[config.mk]
export PLATFORM = sky130hd
export DESIGN_NAME = apb_cmd_master
export DESIGN_NICKNAME = d
export VERILOG_FILES = /design/src/rtl/apb_cmd_master.sv
export SDC_FILE = /design/constraint.sdc
export NUM_CORES = 1
export LEC_CHECK = 0
export CAP_MARGIN = 25
export CORE_ASPECT_RATIO = 1.1
export CORE_MARGIN = 1.5
export CORE_UTILIZATION = 40
export DETAILED_ROUTE_END_ITERATION = 8
export PLACE_DENSITY = 0.76
export SETUP_SLACK_MARGIN = 0.3
export SLEW_MARGIN = 20
export SYNTH_ARGS = -nofsm -noshare
export SYNTH_HDL_FRONTEND = slang
export SYNTH_SLANG_ARGS = --single-unit
[constraint.sdc]
create_clock -name PCLK -period 2.95 [get_ports PCLK]
set_input_delay 0.59 -clock PCLK [delete_from_list [all_inputs] [get_ports PCLK]]
set_output_delay 0.59 -clock PCLK [all_outputs]
set_load 0.005 [all_outputs]
[src/rtl/apb_cmd_master.sv]
// apb_cmd_master: turns single read/write commands on a valid/ready port into
// APB SETUP/ACCESS transfers, one response per command, with a stall timeout.
module apb_cmd_master #(
  parameter int ADDR_W      = 32,
  parameter int DATA_W      = 32,
  parameter int TIMEOUT_CYC = 16
) (
  input  logic              PCLK,
  input  logic              PRESETn,
  input  logic              cmd_valid,
  output logic              cmd_ready,
  input  logic              cmd_write,
  input  logic [ADDR_W-1:0] cmd_addr,
  input  logic [DATA_W-1:0] cmd_wdata,
  output logic              rsp_valid,
  output logic [DATA_W-1:0] rsp_rdata,
  output logic              rsp_err,
  output logic              rsp_timeout,
  output logic [ADDR_W-1:0] PADDR,
  output logic              PSEL,
  output logic              PENABLE,
  output logic              PWRITE,
  output logic [DATA_W-1:0] PWDATA,
  input  logic [DATA_W-1:0] PRDATA,
  input  logic              PREADY,
  input  logic              PSLVERR
);

  // A disabled timeout still needs a legal 1-bit counter.
  localparam int CNT_W = (TIMEOUT_CYC > 0) ? $clog2(TIMEOUT_CYC + 1) : 1;
  // Counter value seen on the last ACCESS cycle allowed before abort.
  localparam logic [CNT_W-1:0] CNT_LAST = (TIMEOUT_CYC > 0) ? CNT_W'(TIMEOUT_CYC - 1) : '0;

  typedef enum logic [1:0] {IDLE, SETUP, ACCESS} state_t;

  state_t           state, state_nxt;
  logic [CNT_W-1:0] wcnt, wcnt_nxt;
  logic             accept, done, abort;

  // Byte lanes below the word boundary never reach the bus.
  logic unused_addr_lsb;
  assign unused_addr_lsb = ^cmd_addr[1:0];

  assign cmd_ready = (state == IDLE);
  assign accept    = cmd_valid & cmd_ready;

  // Next-state, wait counter and completion/abort decode.
  always_comb begin
    state_nxt = state;
    wcnt_nxt  = wcnt;
    done      = 1'b0;
    abort     = 1'b0;
    unique case (state)
      IDLE: begin
        if (cmd_valid) begin
          state_nxt = SETUP;
          wcnt_nxt  = '0;
        end
      end
      SETUP: state_nxt = ACCESS;
      ACCESS: begin
        if (PREADY) begin
          done      = 1'b1;
          state_nxt = IDLE;
        end else if (TIMEOUT_CYC > 0 && wcnt == CNT_LAST) begin
          abort     = 1'b1;
          state_nxt = IDLE;
        end else if (wcnt != '1) begin
          wcnt_nxt = wcnt + CNT_W'(1);
        end
      end
      default: state_nxt = IDLE;
    endcase
  end

  // State register and wait counter.
  always_ff @(posedge PCLK or negedge PRESETn) begin
    if (!PRESETn) begin
      state <= IDLE;
      wcnt  <= '0;
    end else begin
      state <= state_nxt;
      wcnt  <= wcnt_nxt;
    end
  end

  // Registered APB outputs and response fields; the command is latched on accept
  // so later changes on cmd_* cannot disturb the transfer in flight.
  always_ff @(posedge PCLK or negedge PRESETn) begin
    if (!PRESETn) begin
      PADDR       <= '0;
      PWDATA      <= '0;
      PWRITE      <= 1'b0;
      PSEL        <= 1'b0;
      PENABLE     <= 1'b0;
      rsp_valid   <= 1'b0;
      rsp_rdata   <= '0;
      rsp_err     <= 1'b0;
      rsp_timeout <= 1'b0;
    end else begin
      if (accept) begin
        PADDR  <= {cmd_addr[ADDR_W-1:2], 2'b00};
        PWRITE <= cmd_write;
        PWDATA <= cmd_wdata;
      end
      PSEL      <= (state_nxt != IDLE);
      PENABLE   <= (state_nxt == ACCESS);
      rsp_valid <= done | abort;
      if (done) begin
        rsp_rdata   <= PWRITE ? '0 : PRDATA;
        rsp_err     <= PSLVERR;
        rsp_timeout <= 1'b0;
      end else if (abort) begin
        rsp_rdata   <= '0;
        rsp_err     <= 1'b1;
        rsp_timeout <= 1'b1;
      end
    end
  end

endmodule

==> results.json <==
{
  "antenna_found_initial": 0,
  "cp-end-kind": "flop",
  "fin_skew_ns": 0.0111,
  "die_w_um": 98.7,
  "timing.setup.tns_ns": 0,
  "post_drt_wl_per_cell_um": 15.9,
  "detailroute.via_count": 2870,
  "leakage_nw": 2.72,
  "detail_route.drc_violations": 16,
  "routed_wirelength_mm": 9.26,
  "post_drt_via_cell_ratio": 4.91,
  "rows": 38,
  "final-instance-count-excl-fill": 584,
  "critical_path.startpoint_type": "flop",
  "cells_along_the_critical_path": "ha_1 > and3_1 > ha_1 > or4b_4 > or4b_2 > nand3_1",
  "grt-ovfl-total": 0,
  "gp_congestion": 0.678,
  "global_route_wire_length_before_repair_mm": 14.4,
  "ctsRootBufferMaster": "sky130_fd_sc_hd__clkbuf_8",
  "grt_start_max_net_pins": 70,
  "ctsLongestPathBuffers": 2,
  "cts-buffers-inserted": 9,
  "n_fill_cell": 778,
  "unrepaired_setup_endpoints_after_global_routing": "false",
  "synthFlopType": "sky130_fd_sc_hd__dfrtp_1",
  "synth-seq-cells": 107,
  "postSynthAreaPerCell_um2": 15.5,
  "pin_count": 205,
  "finalHoldViolations": 0,
  "layout-drive-gt1-share_pct": 19.4,
  "layout.cells.most_common": "sky130_fd_sc_hd__clkdlybuf4s50_1",
  "dieArea_um2": 10700,
  "number_of_enable_type_register_cells_in_the_synthesized_netlist": 0,
  "gr-usage-all-layers_pct": 17.2,
  "cts_tree": "done",
  "hpwl_mm": 6.71,
  "timing.final.max_slew_violations": 0,
  "post_cts_hold_buffer_count": 0,
  "violations": "design-rule violations",
  "syn-cell-area_um2": 4030,
  "path_class": "reg2reg",
  "layout_common_cells": "sky130_fd_sc_hd__clkdlybuf4s50_1, sky130_fd_sc_hd__dfrtp_1, sky130_fd_sc_hd__mux2_2",
  "cts_num_sinks": 107,
  "synthesized_instance_count": 260,
  "floorplan.core_area_um2": 9840,
  "crit_slowest_cell": "sky130_fd_sc_hd__or4b_2",
  "io_buffers": 200,
  "finalCriticalPeriod_ns": 2.45,
  "num_antenna_cells": 0,
  "synth_seq_area_share_pct": 66.5,
  "ir_drop_v": 0.000525,
  "htreeDepth": 3,
  "crit_required_ns": 3.25,
  "critical_path.max_fanout": 12,
  "synth.distinct_cells": 29,
  "first_pass_iters": 6,
  "arrival_ns": 2.75,
  "tcrit_tclk_final_pct": 83.0,
  "worst_hold_path_type": "in2async",
  "ff_latch_area_um2": 2680,
  "residual_antenna_violating_net_count_after_detailed_routing": 0,
  "die-height_um": 108,
  "floorplan.initialDensity_pct": 40.9,
  "dp.cells": 567,
  "grt_pass1_vias": 2932,
  "detail_route.iter0.violations": 139,
  "flow.area_growth_from_synthesis_pct": 58.5,
  "num-nets-final": 564,
  "insertion_delay_ns": 0.36,
  "max_cap_violations": 0,
  "run_status": "finished with violations",
  "critical_path.most_common_cell": "sky130_fd_sc_hd__ha_1",
  "async_flop_share_pct": 100,
  "clock_pin_transition_on_the_worst_setup_and_hold_timing_paths_ns": 0.10,
  "setup_viol": 0,
  "cellPowerDensity_nw_per_um2": 976,
  "synth_warnings": 0,
  "achievable-frequency_mhz": 408,
  "multi_input_comb_area_um2": 1250,
  "max_stage_delay_ns": 0.63
}
## metal layers
layer | vias up | routed length (um) | GRT usage (%)
li1 | 1333 | - | -
met1 | 1392 | 3640 | 21.5
met2 | 132 | 4560 | 28.5
met3 | 13 | 872 | 4.40
met4 | 0 | 188 | 7.76
met5 | - | 0 | 0
## cell usage after synthesis (3+ instances only)
master	n	area, um2
sky130_fd_sc_hd__a22o_1	32	280
sky130_fd_sc_hd__clkbuf_1	7	26.3
sky130_fd_sc_hd__buf_2	6	30.0
sky130_fd_sc_hd__ha_1	3	37.5
sky130_fd_sc_hd__o211ai_1	3	22.5
sky130_fd_sc_hd__mux2_2	63	709
sky130_fd_sc_hd__nand3_1	3	15.0
sky130_fd_sc_hd__inv_1	5	18.8
sky130_fd_sc_hd__dfrtp_1	107	2680
sky130_fd_sc_hd__nor2_1	4	15.0
sky130_fd_sc_hd__o21ai_0	3	15.0
## repair_timing
item                       CTS  global route
setup endpoints to repair    0             1
resized for setup            0             1
setup buffers                0             0
## path summary, 6_finish.rpt
| path | start | to | slack, ns | cells after the start |
|---|---|---|---|---|
| worst min register to register | PWDATA[14]$_DFFE_PN0P_ | PWDATA[14]$_DFFE_PN0P_ | 0.51 | 1 |
| min in group PCLK | PWDATA[14]$_DFFE_PN0P_ | PWDATA[14]$_DFFE_PN0P_ | 0.51 | 1 |
| worst max-delay path | wcnt[0]$_DFFE_PN0P_ | wcnt[2]$_DFFE_PN0P_ | 0.50 | 6 |
| max in group asynchronous | PRESETn | state[0]$_DFF_PN0_ | 2.09 | 2 |
| worst min-delay path | PRESETn | PADDR[27]$_DFFE_PN0P_ | 0.13 | 1 |
| worst max register to register | wcnt[0]$_DFFE_PN0P_ | wcnt[2]$_DFFE_PN0P_ | 0.50 | 6 |
## sequential cells by signal, indices dropped and copies added, names as in the netlist
register and cells:
PWDATA 32, rsp_rdata 32, PADDR 30, wcnt 5, state 2, PENABLE 1, PSEL 1, PWRITE 1
rsp_err 1, rsp_timeout 1, rsp_valid 1
## cells by family after synthesis
family / after synthesis / synth area share, %
other: 1 / 0.0931
flip-flops: 107 / 66.5
buffers and inverters: 23 / 2.89
AO/OA/AOI/OAI: 43 / 8.66
multiplexers: 65 / 18.1
AND/OR/NAND/NOR: 18 / 2.86
adder cells (fa/ha/maj): 3 / 0.932
## final cells by class
cell class	instances	share of cell area, %
Inverter	5	0.294
Sequential cell	107	41.9
Clock buffer	10	2.16
Clock inverter	6	1.39
Tap cell	120	2.35
Timing Repair Buffer	205	32.3
Multi-Input combinational cell	131	19.6
## worst max-delay path: cells and delay by family (launching register included)
family / cells / cell delay [ns]
adder cells (fa/ha/maj): 2 / 0.47
flip-flops: 1 / 0.42
AND/OR/NAND/NOR: 4 / 1.51
## report_power, final
part	switching [W]	internal (W)	total (W)
Sequential	0.000379	0.00216	0.00254
Clock	0.000480	0.000501	0.000982
Combinational	0.000806	0.00190	0.00270
Total	0.00167	0.00456	0.00623
## stage by stage
stage	utilization, %	power [W]	setup slack [ns]	area, um2	hold WS [ns]
2_1_floorplan	-	0.00354	0.733	4030	0.294
3_3_place_gp	62.3	0.00519	0.350	6140	0.485
3_5_place_dp	62.3	0.00529	0.305	6140	0.491
4_1_cts	64.6	0.00630	0.398	6360	0.111
5_1_grt	64.9	0.00661	0.417	6390	0.130
6_report	64.9	0.00623	0.502	6390	0.127
No activity file was read; power rests on OpenSTA's default activity.
